### config.mk
export PLATFORM = sky130hd
export DESIGN_NAME = memory_arbiter_flat
export DESIGN_NICKNAME = d
export VERILOG_FILES = /design/src/rtl/memory_arbiter_pkg.sv /design/src/rtl/memory_arbiter_if.sv /design/src/rtl/mem_arb_pick.sv /design/src/rtl/memory_arbiter.sv /design/src/flat_wrapper.sv
export SDC_FILE = /design/constraint.sdc
export NUM_CORES = 1
export LEC_CHECK = 0
export CAP_MARGIN = 20
export CORE_UTILIZATION = 35
export DETAILED_ROUTE_END_ITERATION = 16
export HOLD_SLACK_MARGIN = 0.1
export PLACE_DENSITY = 0.71
export SLEW_MARGIN = 20
export SYNTH_ARGS = -nofsm -noshare
export SYNTH_HDL_FRONTEND = slang
export SYNTH_HIERARCHICAL = 1
export SYNTH_SLANG_ARGS = --single-unit
### constraint.sdc
create_clock -name clock -period 2.61 [get_ports clock]
set_input_delay 0.783 -clock clock [delete_from_list [all_inputs] [get_ports clock]]
set_output_delay 0.783 -clock clock [all_outputs]
set_load 0.005 [all_outputs]
### src/rtl/memory_arbiter_pkg.sv
// ---------------------------------------------------------------------------
// sigma_mem_pkg
// Shared definitions for the core-memory arbiter:
//   - arbiter FSM state encoding (IDLE / ACCESS / DONE)
//   - requester IDs (REQ_CPU = 0, REQ_IO = 1)
//   - address bit range [15:31] and 32-bit word width (IBM-style MSB=0 numbering)
//   - wait-state counter width (WAIT_STATES legal range 0..15)
// ---------------------------------------------------------------------------
package sigma_mem_pkg;

  localparam int ADDR_MSB = 15;
  localparam int ADDR_LSB = 31;
  localparam int WORD_W   = 32;
  localparam int CNT_W    = 4;

  typedef enum logic [1:0] {
    ST_IDLE   = 2'd0,
    ST_ACCESS = 2'd1,
    ST_DONE   = 2'd2
  } arb_state_e;

  typedef enum logic {
    REQ_CPU = 1'b0,
    REQ_IO  = 1'b1
  } req_id_e;

  typedef logic [ADDR_MSB:ADDR_LSB] addr_t;
  typedef logic [0:WORD_W-1]        word_t;

endpackage

### src/rtl/memory_arbiter_if.sv
// ---------------------------------------------------------------------------
// memory_arbiter_if
// Bundles the two requester handshakes (CPU, IOP) and the memory-array side
// of the arbiter.
//   modport slave  : the arbiter's view (requests and mem_data_in in,
//                    acks, read_data, memory strobes and owner out)
//   modport master : the environment's view (requesters plus memory array)
// ---------------------------------------------------------------------------
interface memory_arbiter_if;
  import sigma_mem_pkg::*;

  // CPU requester
  logic  cpu_req;
  logic  cpu_we;
  addr_t cpu_address;
  word_t cpu_data_out;
  logic  cpu_ack;

  // IOP DMA requester
  logic  io_req;
  logic  io_we;
  addr_t io_address;
  word_t io_data_out;
  logic  io_ack;

  // Shared read return
  word_t read_data;

  // Memory array side
  logic  mem_en;
  logic  mem_we;
  addr_t mem_address;
  word_t mem_data_out;
  word_t mem_data_in;

  // Currently granted requester (0 = CPU, 1 = IOP)
  logic  owner;

  modport slave (
    input  cpu_req, cpu_we, cpu_address, cpu_data_out,
    input  io_req, io_we, io_address, io_data_out,
    input  mem_data_in,
    output cpu_ack, io_ack, read_data,
    output mem_en, mem_we, mem_address, mem_data_out,
    output owner
  );

  modport master (
    output cpu_req, cpu_we, cpu_address, cpu_data_out,
    output io_req, io_we, io_address, io_data_out,
    output mem_data_in,
    input  cpu_ack, io_ack, read_data,
    input  mem_en, mem_we, mem_address, mem_data_out,
    input  owner
  );

endinterface

### src/rtl/mem_arb_pick.sv
// ---------------------------------------------------------------------------
// mem_arb_pick
// Combinational winner selection between the CPU and the IOP.
// Optional feature macro: MEM_ARB_ROUND_ROBIN_EN
//   defined   : on a tie the requester that was not granted last wins
//   undefined : fixed priority, the CPU always wins a tie
// Ports:
//   cpu_req_i      CPU request
//   io_req_i       IOP request
//   last_grant_i   requester granted most recently (used on ties only)
//   grant_valid_o  at least one request is pending
//   grant_id_o     selected requester
// ---------------------------------------------------------------------------
module mem_arb_pick
  import sigma_mem_pkg::*;
(
  input  logic    cpu_req_i,
  input  logic    io_req_i,
  input  req_id_e last_grant_i,
  output logic    grant_valid_o,
  output req_id_e grant_id_o
);

  always_comb begin
    grant_valid_o = cpu_req_i | io_req_i;
    grant_id_o    = REQ_CPU;
    if (cpu_req_i && io_req_i) begin
`ifdef MEM_ARB_ROUND_ROBIN_EN
      grant_id_o = (last_grant_i == REQ_CPU) ? REQ_IO : REQ_CPU;
`else
      grant_id_o = REQ_CPU;
`endif
    end else if (io_req_i) begin
      grant_id_o = REQ_IO;
    end
  end

`ifndef MEM_ARB_ROUND_ROBIN_EN
  // Fixed priority never looks at the grant history.
  logic unused_last_grant;
  assign unused_last_grant = last_grant_i;
`endif

endmodule

### src/rtl/memory_arbiter.sv
// ---------------------------------------------------------------------------
// memory_arbiter
// Shares the single word-addressed core memory port between the CPU and the
// IOP DMA channel. One requester is granted at a time; each access runs
// WAIT_STATES+1 ACCESS cycles followed by a one-cycle acknowledge (DONE).
// Optional feature macro: MEM_ARB_ROUND_ROBIN_EN (round-robin tie breaking,
// implemented with a 1-bit last-grant register that resets to IOP so the
// first tie goes to the CPU).
// Parameters:
//   WAIT_STATES  extra memory cycles per access, 0..15
// Ports:
//   clock        sole clock, rising edge
//   reset        synchronous, active-high
//   bus          memory_arbiter_if.slave (requesters + memory array)
// All outputs are registered.
// ---------------------------------------------------------------------------
module memory_arbiter
  import sigma_mem_pkg::*;
#(
  parameter int WAIT_STATES = 2
) (
  input  logic             clock,
  input  logic             reset,
  memory_arbiter_if.slave  bus
);

  localparam logic [CNT_W-1:0] WAIT_CNT = CNT_W'(WAIT_STATES);

  arb_state_e        state_q;
  logic [CNT_W-1:0]  cnt_q;
  req_id_e           owner_q;
  logic              mem_en_q;
  logic              mem_we_q;
  addr_t             mem_address_q;
  word_t             mem_data_out_q;
  word_t             read_data_q;
  logic              cpu_ack_q;
  logic              io_ack_q;

  logic              pick_valid;
  req_id_e           pick_id;
  req_id_e           last_grant;

  mem_arb_pick u_pick (
    .cpu_req_i     (bus.cpu_req),
    .io_req_i      (bus.io_req),
    .last_grant_i  (last_grant),
    .grant_valid_o (pick_valid),
    .grant_id_o    (pick_id)
  );

`ifdef MEM_ARB_ROUND_ROBIN_EN
  // Updated on every grant; reset to IOP so the first tie goes to the CPU.
  always_ff @(posedge clock) begin
    if (reset) begin
      last_grant <= REQ_IO;
    end else if (state_q == ST_IDLE && pick_valid) begin
      last_grant <= pick_id;
    end
  end
`else
  assign last_grant = REQ_IO;
`endif

  always_ff @(posedge clock) begin
    if (reset) begin
      state_q        <= ST_IDLE;
      cnt_q          <= '0;
      owner_q        <= REQ_CPU;
      mem_en_q       <= 1'b0;
      mem_we_q       <= 1'b0;
      mem_address_q  <= '0;
      mem_data_out_q <= '0;
      read_data_q    <= '0;
      cpu_ack_q      <= 1'b0;
      io_ack_q       <= 1'b0;
    end else begin
      case (state_q)
        ST_IDLE: begin
          if (pick_valid) begin
            owner_q  <= pick_id;
            cnt_q    <= WAIT_CNT;
            mem_en_q <= 1'b1;
            if (pick_id == REQ_IO) begin
              mem_we_q       <= bus.io_we;
              mem_address_q  <= bus.io_address;
              mem_data_out_q <= bus.io_data_out;
            end else begin
              mem_we_q       <= bus.cpu_we;
              mem_address_q  <= bus.cpu_address;
              mem_data_out_q <= bus.cpu_data_out;
            end
            state_q <= ST_ACCESS;
          end
        end

        ST_ACCESS: begin
          if (cnt_q == '0) begin
            // Last ACCESS cycle: memory data is valid now. mem_we_q still
            // holds the latched direction at this point.
            if (!mem_we_q) begin
              read_data_q <= bus.mem_data_in;
            end
            mem_en_q  <= 1'b0;
            mem_we_q  <= 1'b0;
            cpu_ack_q <= (owner_q == REQ_CPU);
            io_ack_q  <= (owner_q == REQ_IO);
            state_q   <= ST_DONE;
          end else begin
            cnt_q <= cnt_q - 1'b1;
          end
        end

        ST_DONE: begin
          cpu_ack_q <= 1'b0;
          io_ack_q  <= 1'b0;
          state_q   <= ST_IDLE;
        end

        default: begin
          state_q <= ST_IDLE;
        end
      endcase
    end
  end

  assign bus.cpu_ack      = cpu_ack_q;
  assign bus.io_ack       = io_ack_q;
  assign bus.read_data    = read_data_q;
  assign bus.mem_en       = mem_en_q;
  assign bus.mem_we       = mem_we_q;
  assign bus.mem_address  = mem_address_q;
  assign bus.mem_data_out = mem_data_out_q;
  assign bus.owner        = owner_q;

endmodule

### src/flat_wrapper.sv
// flat-port wrapper written by rule: the top's interface ports become plain ports
module memory_arbiter_flat import sigma_mem_pkg::*;
#(
  parameter int WAIT_STATES = 2
)
  (clock, reset, bus_cpu_req, bus_cpu_we, bus_cpu_address, bus_cpu_data_out, bus_io_req, bus_io_we, bus_io_address, bus_io_data_out, bus_mem_data_in, bus_cpu_ack, bus_io_ack, bus_read_data, bus_mem_en, bus_mem_we, bus_mem_address, bus_mem_data_out, bus_owner);
  memory_arbiter_if bus_i ();
  input  logic clock;
  input  logic reset;
  input wire logic [$bits(bus_i.cpu_req)-1:0] bus_cpu_req;
  input wire logic [$bits(bus_i.cpu_we)-1:0] bus_cpu_we;
  input wire logic [$bits(bus_i.cpu_address)-1:0] bus_cpu_address;
  input wire logic [$bits(bus_i.cpu_data_out)-1:0] bus_cpu_data_out;
  input wire logic [$bits(bus_i.io_req)-1:0] bus_io_req;
  input wire logic [$bits(bus_i.io_we)-1:0] bus_io_we;
  input wire logic [$bits(bus_i.io_address)-1:0] bus_io_address;
  input wire logic [$bits(bus_i.io_data_out)-1:0] bus_io_data_out;
  input wire logic [$bits(bus_i.mem_data_in)-1:0] bus_mem_data_in;
  output wire logic [$bits(bus_i.cpu_ack)-1:0] bus_cpu_ack;
  output wire logic [$bits(bus_i.io_ack)-1:0] bus_io_ack;
  output wire logic [$bits(bus_i.read_data)-1:0] bus_read_data;
  output wire logic [$bits(bus_i.mem_en)-1:0] bus_mem_en;
  output wire logic [$bits(bus_i.mem_we)-1:0] bus_mem_we;
  output wire logic [$bits(bus_i.mem_address)-1:0] bus_mem_address;
  output wire logic [$bits(bus_i.mem_data_out)-1:0] bus_mem_data_out;
  output wire logic [$bits(bus_i.owner)-1:0] bus_owner;
  assign bus_i.cpu_req = bus_cpu_req;
  assign bus_i.cpu_we = bus_cpu_we;
  assign bus_i.cpu_address = bus_cpu_address;
  assign bus_i.cpu_data_out = bus_cpu_data_out;
  assign bus_i.io_req = bus_io_req;
  assign bus_i.io_we = bus_io_we;
  assign bus_i.io_address = bus_io_address;
  assign bus_i.io_data_out = bus_io_data_out;
  assign bus_i.mem_data_in = bus_mem_data_in;
  assign bus_cpu_ack = bus_i.cpu_ack;
  assign bus_io_ack = bus_i.io_ack;
  assign bus_read_data = bus_i.read_data;
  assign bus_mem_en = bus_i.mem_en;
  assign bus_mem_we = bus_i.mem_we;
  assign bus_mem_address = bus_i.mem_address;
  assign bus_mem_data_out = bus_i.mem_data_out;
  assign bus_owner = bus_i.owner;
  memory_arbiter #(.WAIT_STATES(WAIT_STATES)) u_core (.clock(clock), .reset(reset), .bus(bus_i));
endmodule
==> run summary, run 1 <==
=======================================================================================
Outcome .................................................................. finished, final reports clean
Fraction of layout cells with a size suffix above 1 ......................        0.130
Drt via density ..........................................................         5.10
Commonest non-fill, non-tap cell in the layout ........................... sky130_fd_sc_hd__clkdlybuf4s50_1
Clock slew at reported path FFs ..........................................      0.06 ns
Number of buffers between clock root and the deepest sink ................            2
Total inserted antenna cells .............................................            0
Area of the core .........................................................  12600 sq um
Final Skew ...............................................................   0.00550 ns
Post-CTS Hold Fix Bufs ...................................................            0
Insertion delay to the later sink of the worst-skew pair .................      0.33 ns
Antenna violations before repair .........................................            0
Post-detailed-placement half-perimeter wirelength ........................      8780 um
Class of the most critical setup path ....................................       in2reg
Initial standard-cell utilization of the core ............................        0.357
Post-synthesis to final-layout area growth ...............................        57.0%
Proportion of power drawn by the clock network ...........................        0.305
Final setup violation count ..............................................            0
Total power density per cell area ........................................  607 nW/um^2
Kind of path behind the tightest hold check ..............................      reg2reg
Overall via count from detail_route ......................................         4104
Minimum period implied by the final worst setup slack ....................      2.12 ns
Via count of the first global-routing pass ...............................         3958
GRT Util Overall .........................................................        0.179
Routed wire per std cell .................................................      15.1 um
Number of warnings reported in the yosys synthesis log ...................            6
Number of buffers added by the clock tree synthesis step .................            9
Number of cell rows ......................................................           41
Width of the die .........................................................       115 um
CTS H-tree depth .........................................................            3
Internal power component .................................................    0.00307 W
Crit path launch type .................................................... primary input
Netlist area before placement ............................................   4490 sq um
Overall routed net length ................................................     12200 um
Net count after synthesis ................................................          574
Maximum fanout encountered on the critical timing path ...................           60
Worst setup margin .......................................................     0.494 ns
Net switching fraction of the power ......................................        0.284
Final design area excluding fillers ......................................   7050 sq um
Setup TNS ................................................................         0 ns
Global-route wire length before repair ...................................     18800 um
Io pins ..................................................................          222
Seq pwr share ............................................................        0.391
Final Hold Vio Count .....................................................            0
RSZ-0062 raised after global routing .....................................           no
Cells resized by post-CTS repair .........................................            0
Post-place setup slack ...................................................     0.135 ns
Final worst path period share ............................................        0.811
Data arrival, critical path ..............................................      2.35 ns
Nets@finish ..............................................................          766
Max-cap violations .......................................................            0
IO Port Bufs .............................................................          221
# DRC ....................................................................            0
Count of buffers added by post-CTS timing repair for setup ...............            0
Maximum clock frequency ..................................................      473 MHz
TritonCTS clock tree .....................................................        built
Combinational cell fraction of total power ...............................        0.304
Data required time at the worst endpoint .................................      2.84 ns
Total count of max-transition violations in the final report .............            0
Worst hold slack after final layout ......................................     0.469 ns
Synthesized instance count ...............................................          436
Number of violations reported at the end of detailed-routing iteration 0 .          189
Switching power of the nets ..............................................    0.00122 W
Worst vdd rail ir drop ...................................................     0.295 mV
Max_slew headroom ........................................................        0.520
Clock net sink count .....................................................           92
Post-Synthesis Mean Instance Area ........................................   10.3 sq um
Commonest cells after routing, fill and taps aside ....................... sky130_fd_sc_hd__clkdlybuf4s50_1 (220), sky130_fd_sc_hd__dfxtp_1 (91), sky130_fd_sc_hd__mux2i_1 (50), sky130_fd_sc_hd__nor2_1 (50), sky130_fd_sc_hd__a21oi_1 (39)
Standard cell area after detailed placement ..............................   6750 sq um
Leak pwr .................................................................      2.42 nW
Die Area .................................................................  13300 sq um
Total congestion overflow ................................................            0
Tightest Pin Transition ..................................................     0.720 ns
Number of nets with antenna violations after detailed routing ............            0
First-pass DRT Iterations ................................................            5
Clk Tree Root Cell ....................................................... sky130_fd_sc_hd__clkbuf_16
Element type at the critical path end ....................................     register
Gp weighted congestion ...................................................        0.737
Largest net degree at the start of global routing ........................           66
Die H ....................................................................       115 um
=======================================================================================
==> metrics by stage <==
stage,utilization,std cells,total power (W)
5_1_grt,0.561,805,0.00450
2_1_floorplan,-,436,0.00243
3_3_place_gp,0.537,789,0.00299
3_5_place_dp,0.537,789,0.00301
4_1_cts,0.561,805,0.00433
6_report,0.561,805,0.00428
==> power by group through the flow <==
stage	clock [W]	sequential (W)	combinational, W
global placement	0	0.00170	0.00129
global route	0.00140	0.00169	0.00141
finish	0.00131	0.00167	0.00130
detailed placement	0	0.00170	0.00131
CTS	0.00134	0.00168	0.00132
floorplan	0	0.00170	0.000724
==> registers in the layout, summed over array words and instances (netlist names) <==
signal and count:
u_core/bus.cpu_ack 1, u_core/state_q 2, u_core/bus.mem_data_out 32, u_core/bus.owner 1
u_core/bus.mem_address 17, u_core/cnt_q 4, u_core/bus.mem_en 1, u_core/bus.mem_we 1
u_core/bus.read_data 32, u_core/bus.io_ack 1
==> layer usage <==
| layer | up-vias | part of all wire | GRT usage |
|---|---|---|---|
| li1 | 2009 | - | - |
| met1 | 1924 | 0.41 | 0.201 |
| met2 | 164 | 0.50 | 0.328 |
| met3 | 7 | 0.084 | 0.0548 |
| met4 | 0 | 0.0076 | 0.0459 |
| met5 | - | 0 | 0 |
==> final timing paths <==
kind / to / depth (start not counted) / slack, ns / from
max: u_core/bus.mem_data_out[26]$_SDFFE_PP0P_ / 6 / 0.49 / bus_cpu_req
min: u_core/bus.read_data[22]$_SDFFE_PP0P_ / 2 / 0.47 / u_core/bus.read_data[22]$_SDFFE_PP0P_
max reg2reg: u_core/bus.read_data[13]$_SDFFE_PP0P_ / 6 / 0.55 / u_core/cnt_q[0]$_SDFFE_PP0P_
min reg2reg: u_core/bus.read_data[22]$_SDFFE_PP0P_ / 2 / 0.47 / u_core/bus.read_data[22]$_SDFFE_PP0P_
==> worst max-delay path, cell delays in order <==
cell	delay, ns
sky130_fd_sc_hd__clkdlybuf4s50_1	0.52
sky130_fd_sc_hd__or2_1	0.16
sky130_fd_sc_hd__nor3b_4	0.30
sky130_fd_sc_hd__buf_12	0.28
sky130_fd_sc_hd__nor2_1	0.07
sky130_fd_sc_hd__a211oi_1	0.23
==> cell type report <==
type	instances	area [sq um]
Inverter	4	15.0
Clock inverter	1	30.0
Clock buffer	15	268
Tap cell	172	215
Timing Repair Buffer	232	2350
Sequential cell	92	1840
Multi-Input combinational cell	289	2330
Fill cell	1088	5520
Note: power is estimated with default switching activity, not from simulation.
==> inputs of run 2 (changes only) <==
--- a/config.mk
+++ b/config.mk
@@ -9,7 +9,7 @@
 export CORE_UTILIZATION = 35
 export DETAILED_ROUTE_END_ITERATION = 16
 export HOLD_SLACK_MARGIN = 0.1
-export PLACE_DENSITY = 0.71
+export PLACE_DENSITY = 0.74
 export SLEW_MARGIN = 20
 export SYNTH_ARGS = -nofsm -noshare
 export SYNTH_HDL_FRONTEND = slang
==> constraint.sdc (replaced) <==
create_clock -name clock -period 1.8 [get_ports clock]
set_input_delay 0.54 -clock clock [delete_from_list [all_inputs] [get_ports clock]]
set_output_delay 0.54 -clock clock [all_outputs]
set_load 0.005 [all_outputs]
==> run summary, run 2 (synthesized netlist as in run 1, its figures left out) <==
=======================================================================================
Data required time at the worst endpoint .................................      1.26 ns   was 2.84 ns
TritonCTS clock tree .....................................................        built   unchanged
Tightest Pin Transition ..................................................     0.504 ns   was 0.720 ns
Outcome .................................................................. finished, final reports clean   unchanged
Insertion delay to the later sink of the worst-skew pair .................      0.33 ns   about the same
Post-detailed-placement half-perimeter wirelength ........................      9350 um   was 8780 um
Overall via count from detail_route ......................................         4283   was 4104
Commonest cells after routing, fill and taps aside ....................... sky130_fd_sc_hd__clkdlybuf4s50_1 (211), sky130_fd_sc_hd__dfxtp_1 (91), sky130_fd_sc_hd__mux2i_1 (50), sky130_fd_sc_hd__nor2_1 (50), sky130_fd_sc_hd__a21oi_1 (38)   was sky130_fd_sc_hd__clkdlybuf4s50_1 (220), sky130_fd_sc_hd__dfxtp_1 (91), sky130_fd_sc_hd__mux2i_1 (50), sky130_fd_sc_hd__nor2_1 (50), sky130_fd_sc_hd__a21oi_1 (39)
Register-to-register setup slack .........................................      0.06 ns   was 0.55 ns
Post-synthesis to final-layout area growth ...............................        68.0%   was 57.0%
Number of violations reported at the end of detailed-routing iteration 0 .          220   was 189
Drt via density ..........................................................         5.19   was 5.10
Seq pwr share ............................................................        0.357   was 0.391
IO Port Bufs .............................................................          221   unchanged
Nets@finish ..............................................................          787   was 766
Maximum fanout encountered on the critical timing path ...................            2   was 60
Number of buffers between clock root and the deepest sink ................            2   unchanged
Total congestion overflow ................................................            0   unchanged
Antenna violations before repair .........................................            0   unchanged
Seq. cell area ...........................................................   1840 sq um   unchanged
# DRC ....................................................................            0   unchanged
Commonest non-fill, non-tap cell in the layout ........................... sky130_fd_sc_hd__clkdlybuf4s50_1   unchanged
Post-CTS Hold Fix Bufs ...................................................            0   unchanged
Total count of max-transition violations in the final report .............            0   unchanged
Number of buffer and inverter stages on the critical path ................            1   was 2
Clk Tree Root Cell ....................................................... sky130_fd_sc_hd__clkbuf_16   unchanged
Initial standard-cell utilization of the core ............................        0.357   unchanged
Critical register-to-register path endpoint .............................. u_core/cnt_q[1]$_SDFFE_PP0P_   was u_core/bus.read_data[13]$_SDFFE_PP0P_
Switching power of the nets ..............................................    0.00194 W   was 0.00122 W
Setup TNS ................................................................         0 ns   unchanged
Number of buffers added by the clock tree synthesis step .................            9   unchanged
Hold path startpoint ..................................................... u_core/bus.read_data[27]$_SDFFE_PP0P_   was u_core/bus.read_data[22]$_SDFFE_PP0P_
Via count of the first global-routing pass ...............................         4253   was 3958
Min-Delay Path Depth .....................................................            2   unchanged
Combinational cell fraction of total power ...............................        0.333   was 0.304
Crit path max-delay family ............................................... buffers and inverters   unchanged
Area of combinational cells with multiple inputs .........................   2430 sq um   was 2330 sq um
Io pins ..................................................................          222   unchanged
Width of the die .........................................................       115 um   unchanged
Net switching fraction of the power ......................................        0.284   about the same
Internal power component .................................................    0.00488 W   was 0.00307 W
GRT Util Overall .........................................................        0.201   was 0.179
Final design area excluding fillers ......................................   7540 sq um   was 7050 sq um
RSZ-0062 raised after global routing .....................................          yes   was no
Area of the core .........................................................  12600 sq um   unchanged
Clock slew at reported path FFs ..........................................      0.06 ns   about the same
Element type at the critical path end .................................... primary output   was register
Number of nets with antenna violations after detailed routing ............            0   unchanged
Total power density per cell area ........................................  904 nW/um^2   was 607 nW/um^2
Final Hold Vio Count .....................................................            0   unchanged
Startpoint of the lowest-slack register-to-register path ................. u_core/cnt_q[1]$_SDFFE_PP0P_   was u_core/cnt_q[0]$_SDFFE_PP0P_
Largest net degree at the start of global routing ........................           66   unchanged
Max-cap violations .......................................................            0   unchanged
Clock net sink count .....................................................           92   unchanged
Series of cell instances along the critical path ......................... clkdlybuf4s50_1   was clkdlybuf4s50_1 > or2_1 > nor3b_4 > buf_12 > nor2_1 > a211oi_1
Max_slew headroom ........................................................        0.664   was 0.520
Routed wire per std cell .................................................      16.7 um   was 15.1 um
Die Area .................................................................  13300 sq um   unchanged
Maximum clock frequency ..................................................      569 MHz
Number of cell rows ......................................................           41   unchanged
Crit path launch type ....................................................     register   was primary input
First-pass DRT Iterations ................................................            4   was 5
Worst vdd rail ir drop ...................................................     0.574 mV   was 0.295 mV
Final Skew ...............................................................   0.00773 ns   was 0.00550 ns
Worst hold slack after final layout ......................................     0.467 ns   was 0.469 ns
Die H ....................................................................       115 um   unchanged
Minimum period implied by the final worst setup slack ....................      1.76 ns
Data arrival, critical path ..............................................      1.22 ns   was 2.35 ns
Proportion of power drawn by the clock network ...........................        0.310   was 0.305
Worst setup margin .......................................................    0.0438 ns   was 0.494 ns
Fill cell count ..........................................................         1035   was 1088
Terminating pin of the worst hold path ................................... u_core/bus.read_data[27]$_SDFFE_PP0P_   was u_core/bus.read_data[22]$_SDFFE_PP0P_
Gp weighted congestion ...................................................        0.761   was 0.737
Post-place setup slack ...................................................    -0.437 ns   was 0.135 ns
Final worst path period share ............................................        0.976
Final setup violation count ..............................................            0   unchanged
Total inserted antenna cells .............................................            0   unchanged
Fraction of layout cells with a size suffix above 1 ......................        0.193   was 0.130
CTS H-tree depth .........................................................            3   unchanged
Worst stage delay on the critical path ...................................      0.55 ns   was 0.52 ns
Global-route wire length before repair ...................................     20800 um   was 18800 um
Worst r2r path cells .....................................................            7   was 6
Standard cell area after detailed placement ..............................   6930 sq um   was 6750 sq um
Slowest CP cell .......................................................... sky130_fd_sc_hd__clkdlybuf4s50_1   unchanged
Class of the most critical setup path ....................................      reg2out   was in2reg
Overall routed net length ................................................     13800 um   was 12200 um
Kind of path behind the tightest hold check ..............................      reg2reg   unchanged
Leak pwr .................................................................      2.72 nW   was 2.42 nW
=======================================================================================
-- run 2: cell types whose count changed in the layout (fill, tap and decap cells not counted), sizes merged --
cell,before,now
buf,12,31
bufinv,1,3
clkbuf,15,13
clkdlybuf4s50,220,211
clkinv,0,2
dlygate4sd2,0,4
dlymetal6s2s,0,5
-- run 2: layout make-up --
| cell class | instances | share of cell area |
|---|---|---|
| clock buffers | 11 | 0.0309 |
| clock inverters | 5 | 0.0133 |
| inverters | 4 | 0.00199 |
| multi-input cells | 289 | 0.323 |
| flip-flops and latches | 92 | 0.244 |
| well taps | 172 | 0.0285 |
| repair buffers | 253 | 0.358 |
-- run 2: repair_timing --
item	CTS	global route
resized for setup	9	28
pin swaps	1	1
setup buffers	2	1
setup endpoints to repair	53	59
gates cloned	3	2
-- run 2: routing by layer --
metal	up-vias	share of wire	global-route usage
met1	2038	0.40	0.227
met2	182	0.52	0.372
met3	9	0.071	0.0554
li1	2054	-	-
met4	0	0.010	0.0502
met5	-	0	0
-- run 2: worst max path at each step --
| stage | startpoint | endpoint | slack [ns] | depth (start not counted) |
|---|---|---|---|---|
| after floorplan | u_core/cnt_q[0]$_SDFFE_PP0P_ | u_core/bus.read_data[0]$_SDFFE_PP0P_ | 0.22 | 7 |
| after global placement | bus_cpu_req | u_core/bus.mem_address[9]$_SDFFE_PP0P_ | -0.37 | 6 |
| after detailed placement | bus_cpu_req | u_core/bus.mem_data_out[23]$_SDFFE_PP0P_ | -0.44 | 6 |
| after CTS | bus_io_req | u_core/bus.owner$_SDFFE_PP0P_ | 0.0006 | 7 |
| after global routing | u_core/cnt_q[1]$_SDFFE_PP0P_ | u_core/cnt_q[1]$_SDFFE_PP0P_ | -0.02 | 7 |
| final | u_core/bus.mem_address[2]$_SDFFE_PP0P_ | bus_mem_address[2] | 0.04 | 1 |
-- run 2: stage by stage --
stage	utilization	power, W	std cells
after floorplan	-	0.00352	436
after global placement	0.551	0.00443	802
after detailed placement	0.551	0.00450	802
after CTS	0.588	0.00680	823
after global routing	0.600	0.00715	826
final	0.600	0.00682	826
-- run 2: power by group through the flow --
| stage | sequential (W) | combinational (W) | clock, W |
|---|---|---|---|
| final | 0.00243 | 0.00227 | 0.00211 |
| after global routing | 0.00246 | 0.00243 | 0.00226 |
| after floorplan | 0.00247 | 0.00105 | 0 |
| after global placement | 0.00247 | 0.00196 | 0 |
| after detailed placement | 0.00248 | 0.00202 | 0 |
| after CTS | 0.00244 | 0.00219 | 0.00217 |
-- run 2: tightest hold or removal path, cell delays in order, from the launching register on --
cell and delay (ns):
sky130_fd_sc_hd__dfxtp_1 0.32, sky130_fd_sc_hd__o31ai_2 0.05, sky130_fd_sc_hd__a21oi_1 0.05
==> inputs of run 3 (changes only) <==
--- a/config.mk
+++ b/config.mk
@@ -5,11 +5,12 @@
 export SDC_FILE = /design/constraint.sdc
 export NUM_CORES = 1
 export LEC_CHECK = 0
+export ABC_AREA = 1
 export CAP_MARGIN = 20
 export CORE_UTILIZATION = 35
 export DETAILED_ROUTE_END_ITERATION = 16
 export HOLD_SLACK_MARGIN = 0.1
-export PLACE_DENSITY = 0.74
+export PLACE_DENSITY = 0.76
 export SLEW_MARGIN = 20
 export SYNTH_ARGS = -nofsm -noshare
 export SYNTH_HDL_FRONTEND = slang
==> run summary, run 3 <==
=======================================================================================
Outcome .................................................................. finished, final reports clean   unchanged
Overall routed net length ................................................     12300 um   was 13800 um
Tightest Pin Transition ..................................................     0.348 ns   was 0.504 ns
Net count after synthesis ................................................          658   was 574
Netlist area before placement ............................................   4110 sq um   was 4490 sq um
Die H ....................................................................       110 um   was 115 um
Overall via count from detail_route ......................................         4255   was 4283
Final worst path period share ............................................        0.970   was 0.976
Crit path launch type ....................................................     register   unchanged
Clk Tree Root Cell ....................................................... sky130_fd_sc_hd__clkbuf_16   unchanged
Worst hold slack after final layout ......................................     0.467 ns   about the same
Max-cap violations .......................................................            0   unchanged
Synthesized instance count ...............................................          520   was 436
Area of the core .........................................................  11400 sq um   was 12600 sq um
Series of cell instances along the critical path ......................... clkdlybuf4s50_1   unchanged
Kind of path behind the tightest hold check ..............................      reg2reg   unchanged
Post-synthesis to final-layout area growth ...............................        64.8%   was 68.0%
Number of buffers added by the clock tree synthesis step .................            9   unchanged
Antenna violations before repair .........................................            0   unchanged
Nets@finish ..............................................................          867   was 787
Number of buffers between clock root and the deepest sink ................            2   unchanged
GRT Util Overall .........................................................        0.194   was 0.201
Max_slew headroom ........................................................        0.768   was 0.664
RSZ-0062 raised after global routing .....................................           no   was yes
Maximum clock frequency ..................................................      572 MHz   was 569 MHz
Post-detailed-placement half-perimeter wirelength ........................      8880 um   was 9350 um
Data arrival, critical path ..............................................      1.21 ns   was 1.22 ns
Gp weighted congestion ...................................................        0.778   was 0.761
Insertion delay to the later sink of the worst-skew pair .................      0.33 ns   about the same
Slowest CP cell .......................................................... sky130_fd_sc_hd__clkdlybuf4s50_1   unchanged
Leak pwr .................................................................      3.17 nW   was 2.72 nW
Data required time at the worst endpoint .................................      1.26 ns   about the same
Io pins ..................................................................          222   unchanged
Commonest non-fill, non-tap cell in the layout ........................... sky130_fd_sc_hd__clkdlybuf4s50_1   unchanged
Number of nets with antenna violations after detailed routing ............            0   unchanged
Non-filler cells in the finished layout ..................................          877   was 826
IO Port Bufs .............................................................          221   unchanged
Worst vdd rail ir drop ...................................................     0.455 mV   was 0.574 mV
Crit path max-delay family ............................................... buffers and inverters   unchanged
Total count of max-transition violations in the final report .............            0   unchanged
Fraction of layout cells with a size suffix above 1 ......................       0.0599   was 0.193
Total inserted antenna cells .............................................            0   unchanged
Class of the most critical setup path ....................................      reg2out   unchanged
Minimum period implied by the final worst setup slack ....................      1.75 ns   was 1.76 ns
Final setup violation count ..............................................            0   unchanged
Worst stage delay on the critical path ...................................      0.54 ns   was 0.55 ns
Total power density per cell area ........................................  989 nW/um^2   was 904 nW/um^2
Setup TNS ................................................................         0 ns   unchanged
Clock net sink count .....................................................           92   unchanged
Die Area .................................................................  12200 sq um   was 13300 sq um
Via count of the first global-routing pass ...............................         3945   was 4253
Element type at the critical path end .................................... primary output   unchanged
Number of violations reported at the end of detailed-routing iteration 0 .          297   was 220
Final Hold Vio Count .....................................................            0   unchanged
Total congestion overflow ................................................            0   unchanged
Number of warnings reported in the yosys synthesis log ...................            6   unchanged
Largest net degree at the start of global routing ........................           49   was 66
CTS H-tree depth .........................................................            3   unchanged
Count of buffers added by post-CTS timing repair for setup ...............            0   was 2
Number of cell rows ......................................................           39   was 41
Commonest cells after routing, fill and taps aside ....................... sky130_fd_sc_hd__clkdlybuf4s50_1 (213), sky130_fd_sc_hd__nand2_1 (149), sky130_fd_sc_hd__dfxtp_1 (92)   was sky130_fd_sc_hd__clkdlybuf4s50_1 (211), sky130_fd_sc_hd__dfxtp_1 (91), sky130_fd_sc_hd__mux2i_1 (50), sky130_fd_sc_hd__nor2_1 (50), sky130_fd_sc_hd__a21oi_1 (38)
Initial standard-cell utilization of the core ............................        0.360   was 0.357
First-pass DRT Iterations ................................................            4   unchanged
Drt via density ..........................................................         4.85   was 5.19
# DRC ....................................................................            0   unchanged
Clock slew at reported path FFs ..........................................      0.06 ns   about the same
Width of the die .........................................................       110 um   was 115 um
Maximum fanout encountered on the critical timing path ...................            2   unchanged
Global-route wire length before repair ...................................     18500 um   was 20800 um
Number of placed instances with taps included ............................          861   was 802
Post-CTS Hold Fix Bufs ...................................................            0   unchanged
Post-Synthesis Mean Instance Area ........................................   7.89 sq um   was 10.3 sq um
TritonCTS clock tree .....................................................        built   unchanged
Final Skew ...............................................................   0.00778 ns   was 0.00773 ns
Number of buffer and inverter stages on the critical path ................            1   unchanged
Routed wire per std cell .................................................      14.1 um   was 16.7 um
=======================================================================================
[run 3: routing by layer]
layer	vias to the layer above	routed length, um	GRT usage
li1	2136	-	-
met1	1946	4900	0.220
met2	157	6110	0.340
met3	16	1150	0.0700
met4	0	161	0.0545
met5	-	0	0
[run 3: path summary, 6_finish.rpt]
check | start | slack, ns | end | cells past startpoint
min reg2reg | u_core/cnt_q[0]$_SDFFE_PP0P_ | 0.47 | u_core/cnt_q[0]$_SDFFE_PP0P_ | 1
max reg2reg | u_core/cnt_q[0]$_SDFFE_PP0P_ | 0.33 | u_core/bus.read_data[15]$_SDFFE_PP0P_ | 7
min | u_core/cnt_q[0]$_SDFFE_PP0P_ | 0.47 | u_core/cnt_q[0]$_SDFFE_PP0P_ | 1
max | u_core/bus.mem_data_out[16]$_SDFFE_PP0P_ | 0.05 | bus_mem_data_out[16] | 1
[run 3: what timing repair did]
| action | CTS | global route |
|---|---|---|
| setup endpoints to repair | 1 | 15 |
| pin swaps | 0 | 0 |
| gates resized for setup | 1 | 8 |
[run 3: worst register-to-register path, cell delays in order, from the launching register on]
cell,delay (ns)
sky130_fd_sc_hd__dfxtp_1,0.33
sky130_fd_sc_hd__inv_1,0.10
sky130_fd_sc_hd__ha_1,0.23
sky130_fd_sc_hd__nand3_4,0.12
sky130_fd_sc_hd__nor2_4,0.08
sky130_fd_sc_hd__buf_4,0.31
sky130_fd_sc_hd__nor2_1,0.10
sky130_fd_sc_hd__nor2_1,0.13
[run 3: layout make-up]
| cell class | instances | area, sq um |
|---|---|---|
| timing repair buffer | 238 | 2440 |
| clock inverter | 5 | 28.8 |
| tap | 143 | 179 |
| inverter | 11 | 41.3 |
| multi-input combinational | 377 | 2000 |
| clock buffer | 11 | 233 |
| fill | 1010 | 4650 |
| sequential | 92 | 1840 |
[run 3: stage by stage]
stage / total power, W / area, sq um / util / setup slack [ns]
after floorplan: 0.00380 / 4110 / - / 0.359
after global routing: 0.00712 / 6760 / 0.592 / 0.00627
after detailed placement: 0.00506 / 6480 / 0.568 / -0.271
after CTS: 0.00679 / 6740 / 0.590 / 0.00704
after global placement: 0.00498 / 6480 / 0.568 / -0.183
final: 0.00669 / 6760 / 0.592 / 0.0533
[run 3: report_power, final]
group / internal [W] / switching [W] / total (W)
registers: 0.00242 / 0.000224 / 0.00265
logic: 0.00133 / 0.00102 / 0.00235
clock network: 0.000930 / 0.000761 / 0.00169
